**src/rtl/tm1638_display_scheduler.sv**
```systemverilog
// tm1638_display_scheduler
//   Sequences a tm1638_led_key driver. A 16-byte shadow (8 seg7 digits at 0-7 and 8 LEDs at 8-15)
//   is pushed to the driver one dirty entry per transfer. The buttons are polled on a fixed period,
//   and the power-up commands (address mode, display control) are issued automatically. This block
//   is the only source of the driver's enable pulses.
// Ports
//   i_clk, i_rst_n        clock, asynchronous active-low reset
//   i_wr_en/addr/data     shadow write port (addr 0-7 seg7, 8-15 LED)
//   i_brightness          display brightness 0-7
//   i_display_on          1 = display on
//   i_drv_idle            driver idle flag
//   i_drv_btn_state       driver button bits
//   o_cmd_en/o_seg7_en/o_led_en/o_btn_en
//                         one-cycle driver enables, at most one per cycle
//   o_idx, o_data         driver index/data, valid with the enable
//   o_wait_counter        strobe-high hold, constant STB_HOLD
//   o_btn_state           last polled buttons
//   o_btn_changed         one-cycle pulse when o_btn_state changes
//   o_busy                init pending, work queued, or a transfer in flight
module tm1638_display_scheduler #(
    parameter int unsigned CLOCK_FREQ_MHz = 12,
    parameter int unsigned POLL_PERIOD_US = 10000,
    parameter int unsigned STB_HOLD       = 4
) (
    input  logic        i_clk,
    input  logic        i_rst_n,
    input  logic        i_wr_en,
    input  logic [3:0]  i_wr_addr,
    input  logic [7:0]  i_wr_data,
    input  logic [2:0]  i_brightness,
    input  logic        i_display_on,
    input  logic        i_drv_idle,
    input  logic [7:0]  i_drv_btn_state,
    output logic        o_cmd_en,
    output logic        o_seg7_en,
    output logic        o_led_en,
    output logic        o_btn_en,
    output logic [2:0]  o_idx,
    output logic [7:0]  o_data,
    output logic [27:0] o_wait_counter,
    output logic [7:0]  o_btn_state,
    output logic        o_btn_changed,
    output logic        o_busy
);

    localparam int unsigned PollCycles = CLOCK_FREQ_MHz * POLL_PERIOD_US;
    localparam int unsigned PollW      = (PollCycles > 1) ? $clog2(PollCycles) : 1;

    typedef enum logic [1:0] {StWaitIdle, StSelect, StIssue, StBusy} state_e;
    typedef enum logic [1:0] {JobCmd, JobSeg7, JobLed, JobBtn} job_e;

    state_e             state_q, state_d;
    job_e               job_q, job_d;
    logic [2:0]         idx_q, idx_d;
    logic [7:0]         data_q, data_d;
    logic               busy_first_q, busy_first_d;
    logic [7:0]         shadow_q [16];
    logic [15:0]        dirty_q, dirty_d;
    logic               disp_dirty_q, disp_dirty_d;
    logic               init_pending_q, init_pending_d;
    logic               poll_due_q, poll_due_d;
    logic [PollW-1:0]   poll_cnt_q, poll_cnt_d;
    logic [3:0]         rr_q, rr_d;
    logic [2:0]         bright_q;
    logic               on_q;
    logic [7:0]         btn_state_q, btn_state_d;
    logic               btn_changed_q, btn_changed_d;

    logic               pick_found;
    logic [3:0]         pick_addr;
    logic               poll_tc;
    logic               disp_change;

    // First dirty entry at or after the round-robin pointer, wrapping 15 -> 0.
    always_comb begin
        pick_found = 1'b0;
        pick_addr  = 4'd0;
        for (int k = 0; k < 16; k++) begin
            if (!pick_found && dirty_q[rr_q + 4'(k)]) begin
                pick_found = 1'b1;
                pick_addr  = rr_q + 4'(k);
            end
        end
    end

    assign poll_tc     = (poll_cnt_q == PollW'(PollCycles - 1));
    assign disp_change = (i_brightness != bright_q) || (i_display_on != on_q);

    always_comb begin
        state_d        = state_q;
        job_d          = job_q;
        idx_d          = idx_q;
        data_d         = data_q;
        busy_first_d   = busy_first_q;
        dirty_d        = dirty_q;
        disp_dirty_d   = disp_dirty_q;
        init_pending_d = init_pending_q;
        poll_due_d     = poll_due_q;
        rr_d           = rr_q;
        btn_state_d    = btn_state_q;
        btn_changed_d  = 1'b0;
        poll_cnt_d     = poll_tc ? '0 : poll_cnt_q + PollW'(1);

        unique case (state_q)
            StWaitIdle: begin
                if (i_drv_idle) state_d = StSelect;
            end
            StSelect: begin
                if (init_pending_q) begin
                    job_d          = JobCmd;
                    idx_d          = 3'd0;
                    data_d         = 8'h44;
                    init_pending_d = 1'b0;
                    state_d        = StIssue;
                end else if (disp_dirty_q) begin
                    job_d        = JobCmd;
                    idx_d        = 3'd0;
                    data_d       = on_q ? {5'b10001, bright_q} : 8'h80;
                    disp_dirty_d = 1'b0;
                    state_d      = StIssue;
                end else if (poll_due_q) begin
                    job_d      = JobBtn;
                    idx_d      = 3'd0;
                    data_d     = 8'h00;
                    poll_due_d = 1'b0;
                    state_d    = StIssue;
                end else if (pick_found) begin
                    job_d              = pick_addr[3] ? JobLed : JobSeg7;
                    idx_d              = pick_addr[2:0];
                    data_d             = shadow_q[pick_addr];
                    dirty_d[pick_addr] = 1'b0;
                    rr_d               = pick_addr + 4'd1;
                    state_d            = StIssue;
                end
            end
            StIssue: begin
                busy_first_d = 1'b1;
                state_d      = StBusy;
            end
            StBusy: begin
                busy_first_d = 1'b0;
                // The driver may still show idle in the cycle right after the pulse.
                if (!busy_first_q && i_drv_idle) begin
                    state_d = StSelect;
                    if (job_q == JobBtn) begin
                        btn_state_d   = i_drv_btn_state;
                        btn_changed_d = (i_drv_btn_state != btn_state_q);
                    end
                end
            end
            default: state_d = StWaitIdle;
        endcase

        // New requests in the same cycle override the clear above.
        if (disp_change) disp_dirty_d = 1'b1;
        if (poll_tc) poll_due_d = 1'b1;
        if (i_wr_en) dirty_d[i_wr_addr] = 1'b1;
    end

    always_ff @(posedge i_clk or negedge i_rst_n) begin
        if (!i_rst_n) begin
            state_q        <= StWaitIdle;
            job_q          <= JobCmd;
            idx_q          <= 3'd0;
            data_q         <= 8'h00;
            busy_first_q   <= 1'b0;
            for (int i = 0; i < 16; i++) shadow_q[i] <= 8'h00;
            dirty_q        <= 16'hFFFF;
            disp_dirty_q   <= 1'b1;
            init_pending_q <= 1'b1;
            poll_due_q     <= 1'b0;
            poll_cnt_q     <= '0;
            rr_q           <= 4'd0;
            bright_q       <= 3'd0;
            on_q           <= 1'b0;
            btn_state_q    <= 8'h00;
            btn_changed_q  <= 1'b0;
        end else begin
            state_q        <= state_d;
            job_q          <= job_d;
            idx_q          <= idx_d;
            data_q         <= data_d;
            busy_first_q   <= busy_first_d;
            if (i_wr_en) shadow_q[i_wr_addr] <= i_wr_data;
            dirty_q        <= dirty_d;
            disp_dirty_q   <= disp_dirty_d;
            init_pending_q <= init_pending_d;
            poll_due_q     <= poll_due_d;
            poll_cnt_q     <= poll_cnt_d;
            rr_q           <= rr_d;
            bright_q       <= i_brightness;
            on_q           <= i_display_on;
            btn_state_q    <= btn_state_d;
            btn_changed_q  <= btn_changed_d;
        end
    end

    assign o_cmd_en       = (state_q == StIssue) && (job_q == JobCmd);
    assign o_seg7_en      = (state_q == StIssue) && (job_q == JobSeg7);
    assign o_led_en       = (state_q == StIssue) && (job_q == JobLed);
    assign o_btn_en       = (state_q == StIssue) && (job_q == JobBtn);
    assign o_idx          = idx_q;
    assign o_data         = data_q;
    assign o_wait_counter = 28'(STB_HOLD);
    assign o_btn_state    = btn_state_q;
    assign o_btn_changed  = btn_changed_q;
    assign o_busy         = init_pending_q || disp_dirty_q || (|dirty_q) ||
                            (state_q == StIssue) || (state_q == StBusy);

endmodule

```
**config.mk**
```make
export PLATFORM = sky130hd
export DESIGN_NAME = tm1638_display_scheduler
export DESIGN_NICKNAME = d
export VERILOG_FILES = /design/src/rtl/tm1638_display_scheduler.sv
export SDC_FILE = /design/constraint.sdc
export NUM_CORES = 1
export LEC_CHECK = 0
export BUFFER_PORTS_ARGS = -buffer_cell sky130_fd_sc_hd__buf_2
export CORE_MARGIN = 1.5
export CORE_UTILIZATION = 50
export DETAILED_ROUTE_END_ITERATION = 8
export PLACE_DENSITY_LB_ADDON = 0.08
export REMOVE_ABC_BUFFERS = 1
export SETUP_SLACK_MARGIN = 0.02
export SLEW_MARGIN = 20
export SYNTH_ARGS = -nofsm -noshare
export SYNTH_HDL_FRONTEND = slang
export SYNTH_SLANG_ARGS = --single-unit
export TNS_END_PERCENT = 1
```
**constraint.sdc**
```tcl
create_clock -name i_clk -period 12.7 [get_ports i_clk]
set_input_delay 2.54 -clock i_clk [delete_from_list [all_inputs] [get_ports i_clk]]
set_output_delay 2.54 -clock i_clk [all_outputs]
set_load 0.02 [all_outputs]
```
; ---- Word-level counts from Yosys, hierarchy flattened
; Cells that the tools add are included.
[classes]
reduce_logical = 57
bitwise = 8
eq_ne = 16
muxes = 113
n_lt_le_gt_ge = 23
n_addsub = 17
[op_table]
columns = operator, n
row1 = bitwise mux 128 bit, 1
row2 = two-way mux 16 bit, 6
row3 = "less-than comparator 4 x 5 -> 1 bit, second input constant", 18
row4 = two-way mux 4 bit, 17
row5 = binary-select mux 1 bit (select 4 bit), 16
row6 = two-way mux 8 bit, 7
row7 = two-way mux 1 bit, 44
row8 = "adder 4 bit, second input constant", 8
row9 = binary-select mux 8 bit (select 4 bit), 1
row10 = demux 8 bit (select 4 bit), 1
row11 = logical AND 1 bit, 23
row12 = two-way mux 2 bit, 11
row13 = "adder 17 x 1 -> 17 bit, second input constant", 1
row14 = "equality test 17 bit, second input constant", 1
row15 = two-way mux 17 bit, 1
row16 = "adder 4 x 3 -> 4 bit, second input constant", 4
row17 = AND 16 bit, 1
row18 = logical NOT 1 bit, 16
row19 = NOT 16 bit, 1
row20 = bitwise OR 16 bit, 1
row21 = OR reduction 16 bit, 1
row22 = two-way mux 3 bit, 4
row23 = ">= comparator 5 bit, second input constant", 2
row24 = NOT 4 -> 5 bit, 2
row25 = other kinds (23), 46
[totals]
inputBits = 28
reg_bits = 197
elab_cells = 265
output_inout_bits = 53

; ---- Depth between registers and ports, before layout
[logic_depth]
word_depth = 61
mapped_depth = 22
ltp_nobuf = 14

; ---- Least setup slack after synthesis
; No wires, ideal clock.
[synth_timing]
path_kind = register -> register
from = reg rr_q[1]
to = reg data_q[4] (netlist: o_data[4])
path_stages_with_launch = 20
path_buffers = 6
arrival_ns = 5.283
required_ns = 12.578
path_slack_ns = 7.295
synth_period_minus_slack_ns = 5.405
setup_ns = 0.122
path_cell_list = dfrtp_1 -> buf_2 -> buf_2 -> buf_2 -> inv_1 -> ha_1 -> buf_6 -> clkbuf_1 -> mux4_2 -> mux2_4 -> mux2i_2 -> o21ai_1 -> or3_1 -> o221a_1 -> a221o_1 -> o21ai_2 -> buf_4 -> mux2_2 -> o32a_1 -> a32o_1
[synth_via]
elab_chain_len = 56
[synth_lines]
columns = element, line
row1 = from (decl), 63  ; logic [3:0] rr_q, rr_d;
row2 = from (signal assigned), 190  ; rr_q <= rr_d;
row3 = branches (longest 56 deep; another with adder 4 x 1 -> 4 bit), --
row4 = to (signal assigned), 182  ; data_q <= data_d;
row5 = to (decl), 55  ; logic [7:0] data_q, data_d;
; Several ways; the timed one is not identified. The select of a mux whose other input is x is not followed.
; A chain may end at the register's enable or synchronous reset.

; ---- Worst setup path in the final report
[layout_timing]
from = reg rr_q[0]
to = reg rr_q[3]
[layout_via]
elab_chain_len = 49
[layout_lines]
columns = element
row1 = branches (longest 49 deep; another with adder 4 x 1 -> 4 bit)
; Several ways; the timed one is not identified. The select of a mux whose other input is x is not followed.

==> flow_summary.json <==
{
  "status": "complete, no violations",
  "grt.total_usage_pct": 27.24,
  "synth_edf_count": 0,
  "crit_path_max_incr_delay_ns": 1.10,
  "r2r-start": "rr_q[0]",
  "finalCriticalPeriod_ns": 7.514,
  "worstSkewPairLatency_ns": 0.44,
  "clockBufferDepth": 2,
  "max-cap-violations": 0,
  "drive_above_1_share_pct": 30.55,
  "fp.dieH_um": 156.9,
  "yosysSeqAreaShare_pct": 41.83,
  "cp-startpoint": "rr_q[0]",
  "setup_violations": 0,
  "endpoint_kind": "flip-flop",
  "ant_nets": 0,
  "antenna_cells": 0,
  "ctsResizeCount": 0,
  "synth_seq_cells": 197,
  "crit_slowest_cell": "ha_1",
  "switching_power_mw": 0.8090,
  "multi_input_area_um2": 6439,
  "grt-busiest-layer": "met2",
  "wl_per_cell_um": 23.25,
  "holdCritPathClass": "reg2reg",
  "grt_pass1_wl_um": 49970,
  "cts_sinks": 197,
  "ctsHoldBuffers": 0,
  "cp.buffers_inverters": 2,
  "place_area_um2": 12170,
  "dieArea_um2": 24610,
  "leakagePower_nw": 5.393,
  "hold_viol_final": 0,
  "fin_nets": 1091,
  "place_congestion": 0.9120,
  "h-tree-depth": 4,
  "drtIter0Drc": 576,
  "crit_required_ns": 12.97,
  "antenna_found_initial": 1,
  "yosysTopAreaCell": "dfrtp_1",
  "postCtsSetupBuffers": 0,
  "post-route-util_pct": 54.72,
  "rsz0062_at_grt": "no",
  "synth_area_leaders": "dfrtp_1 (38%), mux2_2 (16%), mux4_2 (7.0%), mux2i_1 (5.5%), dfstp_2 (4.0%)",
  "p_int_mw": 1.373,
  "fmax_mhz": 133.1,
  "syn_area_um2": 11840,
  "worstHoldStart": "poll_cnt_q[4]",
  "power_mw": 2.182,
  "grt-ovfl-total": 0,
  "core.rowCount": 56,
  "tritoncts": "yes",
  "postLayoutCellArea_um2": 12770,
  "io_buffers": 52,
  "crit_fanout": 56,
  "synth-main-ff-cell": "dfrtp_1",
  "synth_top_area_share_pct": 37.84,
  "irDropWorstVdd_mv": 0.09887,
  "io_pins": 81,
  "fillers": 2080,
  "grt_pass1_vias": 8416,
  "use_met2_pct": 43.53,
  "firstDrtPassIters": 7,
  "path_class": "reg2reg",
  "final-max-slew-violation-count": 0,
  "core_um2": 23330,
  "drc": 0,
  "netlist_instances": 1028,
  "viasPerCell": 6.143,
  "gr-usage-met1_pct": 36.30,
  "hold_slack_ns": 0.4741,
  "met3_usage_pct": 4.652,
  "place_hpwl_um": 22060,
  "path_delay_family": "multiplexers",
  "finalCritPeriodShare_pct": 59.17,
  "layout-area-overhead-vs-synth_pct": 7.852,
  "wl_um": 32160,
  "powerDensity_nw_per_um2": 170.9,
  "register_area_um2": 4952,
  "ys_types": 78,
  "setup_tns_ns": 0,
  "synth.most_common_cell": "dfrtp_1",
  "start_util_pct": 50.74,
  "synthArstFlopShare_pct": 100.0,
  "synth_commonest_cells": "dfrtp_1 (179), mux2_2 (165), mux2i_1 (65)",
  "power_frac_clock_pct": 24.9,
  "syn_avg_cell_area_um2": 11.52,
  "vias": 8496,
  "crit_chain": "clkinv_1 > ha_1 > mux4_2 > mux2_2 > mux2i_1 > nand2b_4 > or3_1 > o221a_1 > a221o_1 > o21ai_4 > buf_4 > nand2b_1 > nor2_1 > xnor2_1 > o21ai_0",
  "pwr-share-comb_pct": 37.2,
  "worst_pin_slew_ns": 1.140,
  "startpoint_type": "flip-flop",
  "grt_max_degree": 131,
  "cts_buffers": 17,
  "power.share.switching_pct": 37.08,
  "skew_ns": 0.008720,
  "seqPwrFrac_pct": 37.8,
  "path_clk_slew_ns": 0.08,
  "synth_warnings": 0,
  "root_buffer": "clkbuf_16",
  "worstPathArrival_ns": 7.78,
  "fp.dieW_um": 156.9,
  "relSlewSlack_pct": 23.73
}
## path summary, 6_finish.rpt
kind | slack, ns | to | cells after the start
worst max-delay path | 5.19 | rr_q[3] | 15
worst min-delay path | 0.47 | poll_cnt_q[4] | 1
worst max register to register | 5.19 | rr_q[3] | 15
worst min register to register | 0.47 | poll_cnt_q[4] | 1
max in group asynchronous | 9.15 | o_idx[2] | 2
min in group asynchronous | 2.14 | poll_cnt_q[0] | 1
## cell usage in the layout (no fill, tap or decap), types with 4 or more instances in the layout
master	synthesis	routed
a211oi_1	6	6
a21oi_1	25	25
a221oi_1	4	4
a22oi_1	8	8
a31oi_1	4	4
and3_1	15	15
and4_1	4	4
buf_2	13	51
buf_4	31	7
clkbuf_16	0	17
conb_1	2	28
dfrtp_1	179	179
dfstp_2	18	18
ha_1	12	12
inv_1	15	15
mux2_1	9	9
mux2_2	165	165
mux2i_1	65	65
mux4_2	37	37
nand2_1	58	58
nand2b_1	16	16
nand3_1	25	25
nand3b_1	5	5
nand4_1	9	9
nor2_1	51	51
nor2b_1	8	8
nor3_1	15	15
nor4_1	9	9
o211ai_1	4	4
o21ai_0	56	56
o221ai_1	6	6
o22ai_1	8	8
o31ai_1	4	4
or3_1	8	8
xnor2_1	19	19
xor2_1	20	20
## area by class of cell
cell class                      count  share of cell area (%)
Multi-Input combinational cell    760                   50.43
Tap cell                          319                   3.126
Clock buffer                       18                   3.361
Clock inverter                     14                   1.303
Sequential cell                   197                   38.78
Timing Repair Buffer               59                   2.528
Inverter                           16                  0.4704
## per-stage QoR
stage	cells	worst slack [ns]
floorplan	973	5.350
global placement	1351	5.337
detailed placement	1351	5.271
CTS	1383	5.242
global route	1383	4.569
finish	1383	5.186
## metal layers
metal  vias up  share of wire (%)
li1       3827                  -
met1      4292                 44
met2       297                 47
met3        80                5.3
met4         0                3.7
met5         -                  0
## flip-flops by register name (all words and copies together) (netlist names), 2 cells and up
signal and count:
dirty_q 16, bright_q 3, poll_cnt_q 17, job_q 2, shadow_q 128, state_q 2
o_idx 3, o_btn_state 8, rr_q 4, o_data 8
## kinds of logic after synthesis
group | after synthesis | synth area share (%)
other cells | 2 | 0.06344
simple gates | 233 | 9.945
xor+xnor | 40 | 3.023
compound gates | 168 | 9.744
mux | 279 | 29.45
flops | 197 | 41.83
fa+ha+maj | 12 | 1.268
buf+inv | 97 | 4.671
## worst register-to-register path: cells and delay by family, from the launching register on
kind,cells,cell delay (ns)
simple gates,4,0.94
compound gates,4,0.99
mux,3,1.50
xor+xnor,1,0.38
fa+ha+maj,1,1.10
buf+inv,2,1.48
flops,1,0.94
## power groups by stage
stage | registers [mW] | clock network (mW) | logic, mW
after floorplan | 0.831 | 0 | 0.577
after global placement | 0.835 | 0 | 0.810
after detailed placement | 0.837 | 0 | 0.809
after CTS | 0.825 | 0.551 | 0.812
after global routing | 0.840 | 0.574 | 0.879
final | 0.826 | 0.544 | 0.812
Power figures use the tool's default switching activity.
